==> config.mk <==
export PLATFORM = sky130hd
export DESIGN_NAME = mem_pipe_ctrl
export DESIGN_NICKNAME = d
export VERILOG_FILES = /design/src/rtl/mem_pipe_ctrl_pkg.sv /design/src/rtl/mem_pipe_perf.sv /design/src/rtl/mem_pipe_ctrl.sv
export SDC_FILE = /design/constraint.sdc
export NUM_CORES = 1
export LEC_CHECK = 0
export ABC_CLOCK_PERIOD_IN_PS = 3700
export CAP_MARGIN = 5
export CORE_AREA = 8 8 52 75
export CTS_CLUSTER_SIZE = 16
export DETAILED_ROUTE_END_ITERATION = 16
export DIE_AREA = 0 0 60 83
export PLACE_DENSITY = 0.83
export SLEW_MARGIN = 20
export SYNTH_ARGS = -nofsm -noshare
export SYNTH_HDL_FRONTEND = slang
export SYNTH_SLANG_ARGS = --single-unit
==> constraint.sdc <==
create_clock -name clk -period 3.7 [get_ports clk]
set_input_delay 0.74 -clock clk [delete_from_list [all_inputs] [get_ports clk]]
set_output_delay 0.74 -clock clk [all_outputs]
set_load 0.03 [all_outputs]
==> src/rtl/mem_pipe_ctrl_pkg.sv <==
// Shared types and limits for the back-end pipeline stall/flush scheduler.
package mem_pipe_ctrl_pkg;

    typedef enum logic [1:0] {
        RUN       = 2'd0,
        DC_WAIT   = 2'd1,
        EXC_DRAIN = 2'd2
    } pipe_ctrl_state_e;

    typedef struct packed {
        logic wr;
        logic flush;
    } stage_ctrl_t;

    localparam int EXC_DRAIN_MAX = 7;
    localparam int DRAIN_CNT_W   = 3;

    localparam stage_ctrl_t STAGE_ADVANCE = '{wr: 1'b1, flush: 1'b0};
    localparam stage_ctrl_t STAGE_RESET   = '{wr: 1'b0, flush: 1'b1};

endpackage

==> src/rtl/mem_pipe_perf.sv <==
// D-cache stall and exception counters; only built when MEM_PIPE_PERF_EN is defined.
module mem_pipe_perf #(
    parameter int PERF_W = 32
) (
    input  logic              clk,
    input  logic              rst,
    input  logic              dc_stall,
    input  logic              exc_taken,
    output logic [PERF_W-1:0] perf_dc_stall,
    output logic [PERF_W-1:0] perf_exc_cnt
);

    // Both counters wrap naturally at 2^PERF_W.
    always_ff @(posedge clk or negedge rst) begin
        if (!rst) begin
            perf_dc_stall <= '0;
            perf_exc_cnt  <= '0;
        end else begin
            if (dc_stall)
                perf_dc_stall <= perf_dc_stall + PERF_W'(1);
            if (exc_taken)
                perf_exc_cnt <= perf_exc_cnt + PERF_W'(1);
        end
    end

endmodule

==> src/rtl/mem_pipe_ctrl.sv <==
// Stall/flush scheduler for PC..WB stage registers (D-cache miss, exception redirect/drain, hazards).
// Optional performance counters under `define MEM_PIPE_PERF_EN.
module mem_pipe_ctrl
    import mem_pipe_ctrl_pkg::*;
#(
    parameter int EXC_DRAIN_CYCLES = 1,
    parameter int PERF_W           = 32
) (
    input  logic              clk,
    input  logic              rst,
    input  logic              IF_ICacheBusy,
    input  logic              ID_LoadUse,
    input  logic              EXE_DivBusy,
    input  logic              MEM_ExcValid,
    input  logic              MEM2_DCacheBusy,
    output logic              PC_Wr,
    output logic              ID_Wr,
    output logic              EXE_Wr,
    output logic              MEM_Wr,
    output logic              MEM2_Wr,
    output logic              WB_Wr,
    output logic              ID_Flush,
    output logic              EXE_Flush,
    output logic              MEM_Flush,
    output logic              MEM2_Flush,
    output logic              WB_Flush,
    output logic              PC_Redirect,
    output logic [PERF_W-1:0] Perf_DCStall,
    output logic [PERF_W-1:0] Perf_ExcCnt
);

    localparam int DRAIN_CLAMP = (EXC_DRAIN_CYCLES > EXC_DRAIN_MAX) ? EXC_DRAIN_MAX :
                                 (EXC_DRAIN_CYCLES < 1) ? 1 : EXC_DRAIN_CYCLES;
    localparam logic [DRAIN_CNT_W-1:0] DRAIN_LOAD = DRAIN_CNT_W'(DRAIN_CLAMP);

    pipe_ctrl_state_e        state, state_nxt;
    logic [DRAIN_CNT_W-1:0]  drain_cnt, drain_cnt_nxt;
    logic                    pc_wr, redirect;
    stage_ctrl_t             id_c, exe_c, mem_c, mem2_c, wb_c;

    always_comb begin
        pc_wr         = 1'b1;
        id_c          = STAGE_ADVANCE;
        exe_c         = STAGE_ADVANCE;
        mem_c         = STAGE_ADVANCE;
        mem2_c        = STAGE_ADVANCE;
        wb_c          = STAGE_ADVANCE;
        redirect      = 1'b0;
        state_nxt     = RUN;
        drain_cnt_nxt = '0;

        if (!rst) begin
            pc_wr  = 1'b0;
            id_c   = STAGE_RESET;
            exe_c  = STAGE_RESET;
            mem_c  = STAGE_RESET;
            mem2_c = STAGE_RESET;
            wb_c   = STAGE_RESET;
        end else if (MEM2_DCacheBusy) begin
            // Freeze everything up to MEM2; WB gets a bubble so nothing retires twice.
            pc_wr       = 1'b0;
            id_c.wr     = 1'b0;
            exe_c.wr    = 1'b0;
            mem_c.wr    = 1'b0;
            mem2_c.wr   = 1'b0;
            wb_c.flush  = 1'b1;
            state_nxt   = DC_WAIT;
        end else if (MEM_ExcValid) begin
            // Excepting instruction moves on into MEM2; younger ones are squashed.
            id_c.flush    = 1'b1;
            exe_c.flush   = 1'b1;
            mem_c.flush   = 1'b1;
            redirect      = 1'b1;
            state_nxt     = EXC_DRAIN;
            drain_cnt_nxt = DRAIN_LOAD;
        end else begin
            if (EXE_DivBusy) begin
                pc_wr       = 1'b0;
                id_c.wr     = 1'b0;
                exe_c.wr    = 1'b0;
                mem_c.flush = 1'b1;
            end else if (ID_LoadUse) begin
                pc_wr       = 1'b0;
                id_c.wr     = 1'b0;
                exe_c.flush = 1'b1;
            end else if (IF_ICacheBusy) begin
                pc_wr       = 1'b0;
                id_c.flush  = 1'b1;
            end
            // Fetches issued before the redirect are still arriving; keep dropping them.
            if (state == EXC_DRAIN) begin
                pc_wr      = 1'b1;
                id_c.flush = 1'b1;
                if (drain_cnt > DRAIN_CNT_W'(1)) begin
                    state_nxt     = EXC_DRAIN;
                    drain_cnt_nxt = drain_cnt - DRAIN_CNT_W'(1);
                end
            end
        end
    end

    always_ff @(posedge clk or negedge rst) begin
        if (!rst) begin
            state     <= RUN;
            drain_cnt <= '0;
        end else begin
            state     <= state_nxt;
            drain_cnt <= drain_cnt_nxt;
        end
    end

    assign PC_Wr       = pc_wr;
    assign ID_Wr       = id_c.wr;
    assign EXE_Wr      = exe_c.wr;
    assign MEM_Wr      = mem_c.wr;
    assign MEM2_Wr     = mem2_c.wr;
    assign WB_Wr       = wb_c.wr;
    assign ID_Flush    = id_c.flush;
    assign EXE_Flush   = exe_c.flush;
    assign MEM_Flush   = mem_c.flush;
    assign MEM2_Flush  = mem2_c.flush;
    assign WB_Flush    = wb_c.flush;
    assign PC_Redirect = redirect;

`ifdef MEM_PIPE_PERF_EN
    mem_pipe_perf #(
        .PERF_W(PERF_W)
    ) u_perf (
        .clk           (clk),
        .rst           (rst),
        .dc_stall      (MEM2_DCacheBusy),
        .exc_taken     (redirect),
        .perf_dc_stall (Perf_DCStall),
        .perf_exc_cnt  (Perf_ExcCnt)
    );
`else
    assign Perf_DCStall = '0;
    assign Perf_ExcCnt  = '0;
`endif

endmodule
==> metrics.md, run 1 <==
| Metric | Value |
|---|---|
| Antenna Violating Nets Remaining | 0 |
| Drt wl/cell | 10.67 µm |
| Leak pwr | 0.4721 nW |
| CP delay by family, top | buffers and inverters |
| Vias in the first global route | 603 |
| Final Cell Area | 900.9 µm² |
| Hold Violations, Final | 0 |
| Num ports | 83 |
| Clock Tree Root | clkbuf_8 |
| Setup CP Type | input pin to output pin |
| Critical-path cell list | clkdlybuf4s50_1 > or3_1 > a21oi_1 > clkdlybuf4s50_1 |
| HP Class | flip-flop to flip-flop |
| Final critical-path required period | 3.226 ns |
| RSZ-0062 raised after global routing | false |
| Max-slew violation count | 0 |
| Worst clock skew | 0.0008415 ns |
| Post-CTS Setup Bufs | 0 |
| Post-CTS sizing | 0 |
| Area growth syn-to-layout | 1.266% |
| Crit. End Element | output pin |
| I/O Buffers | 18 |
| Largest net degree at the start of global routing | 12 |
| DR vias/cell | 3.345 |
| Fmax | 0.3100 GHz |
| Post-Synthesis Cells | 110 |
| Placed Area | 855.8 µm² |
| Clock transition at path regs | 0.03 ns |
| Synth warnings | 0 |
| Final wirelength | 1792 µm |
| CP Buf/Inv Count | 2 |
| CTS Hold Bufs | 0 |
| IR drop worst, VDD | 0.1769 mV |
| Reg-to-reg slack, setup | 2.43 ns |
| Startpoint Class | input pin |
| HPWL after detailed placement | 1636 µm |
| Cell Pwr Density | 332.8 mW/mm² |
| Crit path required time | 2.96 ns |
| CP peak stage delay | 0.70 ns |
| Final total power | 0.0002998 W |
| Core ar. | 0.002853 mm² |
| Fraction of layout cells with a size suffix above 1 | 8.527% |
| Commonest non-fill, non-tap cell in the layout | conb_1 |
| # diodes | 0 |
| Post-synthesis cell type count | 23 |
| Tcrit/Tclk final | 87.18% |
| Setup violators final | 0 |
| GRT Util Overall | 7.145% |
| Top-area cell type share of the netlist area | 56.54% |
| Routability Congestion | 0.7419 |
| FP Rows | 24 |
| DRT Pass-1 Iters | 2 |
| Die Span Y | 83 µm |
| Dpl cells | 164 |
| Area of the mapped netlist | 889.6 µm² |
| Crit path max fanout | 5 |
| Initial Utilization | 31.18% |
| Worst skew pair latency | 0.22 ns |
| Die area | 0.004980 mm² |
| DRC | 0 |
| CP Data Arrival Time | 2.49 ns |
| Area leader, netlist | buf_4 |
| TritonCTS clock tree | done |
| Final core utilization | 31.58% |
| Setup tns final | 0 ns |
| First-pass GRT wire length | 2704 µm |
| Leading cell types in the layout, fill and taps excluded | conb_1 (64), clkdlybuf4s50_1 (18), nor2_1 (8) |
| Total of max-cap violations | 0 |
| Avg Inst Size Synth | 8.087 µm² |
| Ranking of synthesized cells by area | buf_4 (57%), dfrtp_1 (14%), nor2_1 (3.4%), ha_1 (2.8%), nor4_4 (2.4%) |
| Slowest CP cell | clkdlybuf4s50_1 |
| Congestion Overflow GR | 0 |
| Final Net Count | 139 |
| Number of fill cells | 317 |
| Most frequent CP cell | clkdlybuf4s50_1 |
| Cts bufs inserted | 3 |
| Part of the Yosys area used for sequential elements | 14.06% |
| Total number of H-tree levels | 1 |
| Via count | 562 |
| Status | completed |
| Clock sinks | 5 |
| Clk buf depth | 2 |
| Initial antenna violation count | 0 |
| Non-Filler Instances | 168 |
| Drt first-iter violations | 5 |
| Horiz. Die Dim | 60 µm |
| Post-synthesis register bit count | 5 |
## through the flow
| step | hold WS (ns) | setup slack (ns) |
|---|---|---|
| after floorplan | 0.4444 | 1.341 |
| after global placement | 0.6468 | 0.5090 |
| after detailed placement | 0.6560 | 0.4831 |
| after CTS | 0.6624 | 0.4697 |
| after global routing | 0.6856 | 0.4105 |
| final | 0.6533 | 0.4743 |
## sequential cells by signal, indices dropped and copies added (netlist names)
signal,count
state,2
drain_cnt,3
## worst paths after layout
kind / start / end / cells after the start
min in group asynchronous: rst / state[1] / 2
hold reg to reg: state[0] / drain_cnt[2] / 2
max in group asynchronous: rst / drain_cnt[1] / 2
setup / recovery: EXE_DivBusy / PC_Wr / 4
hold / removal: state[0] / drain_cnt[2] / 2
setup reg to reg: drain_cnt[0] / state[1] / 4
## worst reg2reg max path: cells and delay by family, from the launching register on
| kind | cells | cell delay [ns] |
|---|---|---|
| AO/OA/AOI/OAI | 2 | 0.52 |
| AND/OR/NAND/NOR | 1 | 0.05 |
| adder cells (fa/ha/maj) | 1 | 0.21 |
| flip-flops | 1 | 0.40 |
## where the power goes
| part | switching [W] | internal [W] | total [W] |
|---|---|---|---|
| registers | 0.000000511 | 0.0000562 | 0.0000568 |
| clock network | 0.0000248 | 0.0000738 | 0.0000986 |
| logic | 0.000120 | 0.0000244 | 0.000144 |
| total | 0.000145 | 0.000154 | 0.000300 |
## cells by family (layout without fill, tap and decap cells)
group	count (synthesis)	after routing	synth area share (%)
xor gates and xnor gates	1	1	0.9847
other	1	64	0.4215
buffers and inverters	74	30	60.90
DFF	5	5	14.06
adders and majority gates	2	2	2.812
AOI/OAI and AO/OA	11	11	9.142
and+or+nand+nor	16	16	11.67
## layer usage
metal	share of wire (%)	GRT usage, %	vias to the layer above
li1	-	-	250
met1	32	6.566	251
met2	51	11.93	57
met3	16	2.932	4
met4	1.5	5.240	0
met5	0	0	-
## cells in the mapped netlist
library cell  number
or3_1              1
o21ba_2            1
xnor2_1            1
nor2_1             8
nand3b_1           1
a211oi_1           1
o21ai_4            1
nor4_2             1
conb_1             1
nor4_4             1
and2_2             1
o211a_1            1
dfrtp_1            5
ha_1               2
inv_1              5
a21oi_1            3
o21ai_0            3
o211ai_1           1
buf_4             67
buf_6              1
and2_1             1
nand2b_1           2
inv_6              1
## cell type report
cell class	count	area [µm²]	area share (%)
clock buffer	4	45.04	5.000
inverter	6	27.53	3.056
multi-input combinational	94	459.2	50.97
sequential	5	125.1	13.89
tap	39	48.80	5.417
timing repair buffer	20	195.2	21.67
Note: power is estimated with default switching activity, not from simulation.
==> run 2: changes to the inputs <==
--- a/config.mk
+++ b/config.mk
@@ -7,11 +7,11 @@
 export LEC_CHECK = 0
 export ABC_CLOCK_PERIOD_IN_PS = 3700
 export CAP_MARGIN = 5
-export CORE_AREA = 8 8 52 75
+export CORE_AREA = 3 3 53 80
 export CTS_CLUSTER_SIZE = 16
 export DETAILED_ROUTE_END_ITERATION = 16
-export DIE_AREA = 0 0 60 83
-export PLACE_DENSITY = 0.83
+export DIE_AREA = 0 0 56 83
+export PLACE_DENSITY = 0.66
 export SLEW_MARGIN = 20
 export SYNTH_ARGS = -nofsm -noshare
 export SYNTH_HDL_FRONTEND = slang
==> run 2 against run 1 <==
Net effect:
- non-clock buffer count unchanged
- combinational power about the same
- wire length down 19%
- largest cell class unchanged
- sequential power about the same
- largest power group unchanged
- clock power about the same
- sequential share of layout area down 0.077 points
- fmax down 2.2%
==> metrics.md, run 2 (same netlist as run 1, synthesis figures left out) <==
| Metric | Value |
|---|---|
| First-pass GRT wire length | 1952 µm |
| Final wirelength | 1451 µm |
| Num ports | 83 |
| Final Net Count | 139 |
| Power share of the clock group | 34.0% |
| Total of max-cap violations | 0 |
| GRT Util Overall | 5.695% |
| Congestion Overflow GR | 0 |
| Largest net degree at the start of global routing | 12 |
| Core ar. | 0.003649 mm² |
| Leading cell types in the layout, fill and taps excluded | conb_1 (64), clkdlybuf4s50_1 (18), nor2_1 (8) |
| Clk buf depth | 2 |
| Placed Area | 860.8 µm² |
| DRC | 0 |
| Cts bufs inserted | 3 |
| Initial antenna violation count | 0 |
| RSZ-0062 raised after global routing | false |
| Crit path required time | 2.96 ns |
| Hold Violations, Final | 0 |
| Internal | 0.0001547 W |
| Combinational Power Share | 47.2% |
| HPWL after detailed placement | 1277 µm |
| Final total power | 0.0003017 W |
| Non-Filler Instances | 172 |
| HP Class | flip-flop to flip-flop |
| Crit path max fanout | 7 |
| Tcrit/Tclk final | 89.17% |
| Setup violators final | 0 |
| Switching share of power | 48.72% |
| Drt wl/cell | 8.436 µm |
| I/O Buffers | 18 |
| Final critical-path required period | 3.299 ns |
| Routability Congestion | 0.7156 |
| Clock sinks | 5 |
| Via count | 565 |
| Biggest register | drain_cnt |
| Die area | 0.004648 mm² |
| Startpoint Class | input pin |
| Number of flip-flops under the largest register name | 3 |
| Area growth syn-to-layout | 1.828% |
| Die Span Y | 83 µm |
| Status | completed |
| R2R depth | 4 |
| Leak pwr | 0.4721 nW |
| P_sw | 0.0001470 W |
| FP Rows | 27 |
| Worst clock skew | 0.003927 ns |
| Sequential share of power | 18.8% |
| Cell Pwr Density | 333.0 mW/mm² |
| # diodes | 0 |
| Worst skew pair latency | 0.22 ns |
| CTS Hold Bufs | 0 |
| Post-CTS sizing | 0 |
| Commonest non-fill, non-tap cell in the layout | conb_1 |
| Initial Utilization | 24.38% |
| Fraction of layout cells with a size suffix above 1 | 8.527% |
| DRT Pass-1 Iters | 2 |
| DR vias/cell | 3.285 |
| Fmax | 0.3031 GHz |
| Clock Tree Root | clkbuf_8 |
| Max-slew violation count | 0 |
| Post-CTS Setup Bufs | 0 |
| IR drop worst, VDD | 0.1417 mV |
| Hold Crit Depth | 2 |
| Drt first-iter violations | 5 |
| Setup CP Type | input pin to output pin |
| Crit. End Element | output pin |
| Largest regs | drain_cnt: 3 flops, state: 2 flops |
| TritonCTS clock tree | done |
| CP Data Arrival Time | 2.56 ns |
| Horiz. Die Dim | 56 µm |
| Dpl cells | 168 |
| Vias in the first global route | 439 |
| Final Cell Area | 905.9 µm² |
| Antenna Violating Nets Remaining | 0 |
| Clock transition at path regs | 0.04 ns |
| Total number of H-tree levels | 1 |
| Setup tns final | 0 ns |
-- run 2: cell counts in the layout (fill, tap and decap cells not counted) --
Identical to the previous run, type by type.
-- run 2: critical path, cell delays in order --
cell             delay, ns
clkdlybuf4s50_1       0.48
nand2b_1              0.35
a21oi_1               0.28
clkdlybuf4s50_1       0.71
-- run 2: cell type report --
cell class                      count  area [µm²]
Fill cell                         402        2743
Tap cell                           43       53.80
Multi-Input combinational cell     94       459.2
Timing Repair Buffer               20       195.2
Sequential cell                     5       125.1
Inverter                            6       27.53
Clock buffer                        4       45.04
-- run 2: worst paths after layout --
kind / end / from / slack, ns
min in group asynchronous: state[0] / rst / 0.89
hold reg to reg: drain_cnt[2] / state[0] / 0.64
setup / recovery: EXE_Wr / MEM2_DCacheBusy / 0.40
hold / removal: drain_cnt[2] / state[0] / 0.64
setup reg to reg: state[1] / drain_cnt[0] / 2.40
max in group asynchronous: drain_cnt[1] / rst / 2.68
-- run 2: per-stage QoR --
| step | setup WS, ns | hold slack, ns | util, % |
|---|---|---|---|
| after global placement | 0.3891 | 0.6393 | 23.59 |
| after CTS | 0.4083 | 0.6412 | 24.83 |
| final | 0.4008 | 0.6360 | 24.83 |
| after global routing | 0.3412 | 0.6646 | 24.83 |
| after floorplan | 1.341 | 0.4444 | - |
| after detailed placement | 0.4029 | 0.6330 | 23.59 |
-- run 2: power by group through the flow --
| stage | registers (W) | clock network (W) | logic (W) |
|---|---|---|---|
| CTS | 0.0000568 | 0.000105 | 0.000142 |
| floorplan | 0.0000573 | 0 | 0.000169 |
| global route | 0.0000568 | 0.000107 | 0.000150 |
| detailed placement | 0.0000574 | 0 | 0.000141 |
| finish | 0.0000568 | 0.000102 | 0.000142 |
| global placement | 0.0000573 | 0 | 0.000141 |
-- run 2: routing by layer --
| layer | vias to the layer above | share of wire (%) | GRT usage (%) |
|---|---|---|---|
| met1 | 245 | 31 | 5.342 |
| li1 | 253 | - | - |
| met5 | - | 0 | 0 |
| met3 | 4 | 22 | 3.266 |
| met4 | 0 | 2.3 | 3.888 |
| met2 | 63 | 45 | 9.159 |
==> run 3: changes to the inputs <==
--- a/config.mk
+++ b/config.mk
@@ -5,12 +5,13 @@
 export SDC_FILE = /design/constraint.sdc
 export NUM_CORES = 1
 export LEC_CHECK = 0
-export ABC_CLOCK_PERIOD_IN_PS = 3700
+export ABC_CLOCK_PERIOD_IN_PS = 3100
 export CAP_MARGIN = 5
 export CORE_AREA = 3 3 53 80
 export CTS_CLUSTER_SIZE = 16
 export DETAILED_ROUTE_END_ITERATION = 16
 export DIE_AREA = 0 0 56 83
+export HOLD_SLACK_MARGIN = 0.1
 export PLACE_DENSITY = 0.66
 export SLEW_MARGIN = 20
 export SYNTH_ARGS = -nofsm -noshare
==> constraint.sdc (replaced) <==
create_clock -name clk -period 3.1 [get_ports clk]
set_input_delay 0.62 -clock clk [delete_from_list [all_inputs] [get_ports clk]]
set_output_delay 0.62 -clock clk [all_outputs]
set_load 0.03 [all_outputs]
==> run 3 against run 2 <==
Net effect:
- die area unchanged
- clock-buffer cell count unchanged
- sequential power is 19% higher
- worst hold slack better by 0.018 ns
- flip-flop and latch count unchanged
- wire length grew 3.2%
- clock power increased by 21%
- setup slack got worse by 0.14 ns
- critical path type unchanged
- clock skew decreased by 0.0020 ns
- sequential share of layout area down 0.15 points
==> metrics.md, run 3 (same netlist as run 1, synthesis figures left out) <==
| Metric | Value |
|---|---|
| Placed Area | 870.8 µm² |
| Final Net Count | 139 |
| Setup CP Type | input pin to output pin |
| Crit path required time | 2.48 ns |
| Die area | 0.004648 mm² |
| Worst skew pair latency | 0.22 ns |
| Cell Pwr Density | 396.7 mW/mm² |
| Fraction of layout cells with a size suffix above 1 | 13.18% |
| Tcrit/Tclk final | 91.44% |
| Crit path max fanout | 4 |
| I/O Buffers | 18 |
| DRT Pass-1 Iters | 4 |
| RSZ-0062 raised after global routing | false |
| Worst clock skew | 0.001927 ns |
| HP Class | flip-flop to flip-flop |
| Largest net degree at the start of global routing | 13 |
| Status | completed |
| Core ar. | 0.003649 mm² |
| GRT Util Overall | 5.728% |
| Fmax | 0.3528 GHz |
| Clock Tree Root | clkbuf_8 |
| Area growth syn-to-layout | 2.954% |
| DRC | 0 |
| P_sw | 0.0001773 W |
| Drt wl/cell | 8.709 µm |
| Dpl cells | 168 |
| Drt first-iter violations | 6 |
| Via count | 576 |
| Startpoint Class | input pin |
| IR drop worst, VDD | 0.2399 mV |
| Most frequent CP cell | clkdlybuf4s50_1 |
| Post-CTS sizing | 0 |
| CP Data Arrival Time | 2.21 ns |
| Non-Filler Instances | 172 |
| Antenna Violating Nets Remaining | 0 |
| Sequential share of power | 18.6% |
| Total number of H-tree levels | 1 |
| First-pass GRT wire length | 2070 µm |
| Setup violators final | 0 |
| Biggest register | drain_cnt |
| Setup tns final | 0 ns |
| Post-CTS Setup Bufs | 0 |
| TritonCTS clock tree | done |
| Final critical-path required period | 2.834 ns |
| Leading cell types in the layout, fill and taps excluded | conb_1 (64), clkdlybuf4s50_1 (12), nor2_1 (8) |
| Num ports | 83 |
| Power share of the clock group | 33.9% |
| Internal | 0.0001860 W |
| Vias in the first global route | 451 |
| Slowest CP cell | clkdlybuf4s50_1 |
| Number of flip-flops under the largest register name | 3 |
| Horiz. Die Dim | 56 µm |
| Commonest non-fill, non-tap cell in the layout | conb_1 |
| Total of max-cap violations | 0 |
| Clk buf depth | 2 |
| Cts bufs inserted | 3 |
| Die Span Y | 83 µm |
| Final total power | 0.0003633 W |
| Clock transition at path regs | 0.04 ns |
| Final Cell Area | 915.9 µm² |
| # diodes | 0 |
| Max-slew violation count | 0 |
| CP peak stage delay | 0.70 ns |
| Crit. End Element | output pin |
| Congestion Overflow GR | 0 |
| Pre-CTS setup slack | 0.2375 ns |
| Final setup margin | 0.2655 ns |
| Initial Utilization | 24.38% |
| Clock sinks | 5 |
| DR vias/cell | 3.349 |
| Routability Congestion | 0.7192 |
| Combinational Power Share | 47.5% |
| HPWL after detailed placement | 1297 µm |
| CTS Hold Bufs | 0 |
| FP Rows | 27 |
| Critical-path cell list | clkdlybuf4s50_1 > inv_1 > and2_1 > o211ai_1 > clkdlybuf4s50_1 |
| Switching share of power | 48.81% |
| Initial antenna violation count | 0 |
| Largest regs | drain_cnt: 3 flops, state: 2 flops |
| Final wirelength | 1498 µm |
| Leak pwr | 0.4881 nW |
| Hold Violations, Final | 0 |
-- run 3: cell count changes in the layout (fill, tap and decap cells not counted) --
| cell | previous run | this run |
|---|---|---|
| clkdlybuf4s50_1 | 18 | 12 |
| buf_12 | 0 | 2 |
| buf_4 | 2 | 6 |
-- run 3: area by class of cell --
class                           instances  area [µm²]
Inverter                                6       27.53
Clock buffer                            4       45.04
Sequential cell                         5       125.1
Timing Repair Buffer                   20       205.2
Multi-Input combinational cell         94       459.2
Tap cell                               43       53.80
Fill cell                             399        2733
-- run 3: path summary, 6_finish.rpt --
kind                       slack [ns]           end          from  cells after the start
max in group asynchronous        2.07      state[1]           rst                      1
min                              0.65  drain_cnt[1]      state[0]                      2
max                              0.27      ID_Flush  MEM_ExcValid                      5
min in group asynchronous        0.72  drain_cnt[0]           rst                      1
max reg2reg                      1.82      state[1]  drain_cnt[0]                      4
min reg2reg                      0.65  drain_cnt[1]      state[0]                      2
-- run 3: power by group through the flow --
stage | Sequential [W] | Combinational (W) | Clock, W
finish | 0.0000676 | 0.000173 | 0.000123
floorplan | 0.0000684 | 0.000202 | 0
global route | 0.0000678 | 0.000181 | 0.000130
global placement | 0.0000685 | 0.000170 | 0
CTS | 0.0000677 | 0.000171 | 0.000123
detailed placement | 0.0000685 | 0.000171 | 0
-- run 3: layer usage --
layer	routed length (µm)	vias to the layer above	part of all wire, %	global-route usage (%)
met5	0	-	0	0
met4	29	0	1.9	2.592
met3	287	4	19	2.955
met2	656	67	44	8.733
met1	524	253	35	6.567
li1	-	252	-	-
-- run 3: stage by stage --
step,utilization [%],hold WS [ns]
finish,25.10,0.6539
global route,25.10,0.6926
CTS,25.10,0.6557
detailed placement,23.87,0.6494
global placement,23.87,0.6563
floorplan,-,0.3244
-- run 3: critical path, delay by kind of cell --
kind            cells  cell delay, ns
compound gates      1            0.16
simple gates        1            0.17
buf+inv             3            1.26
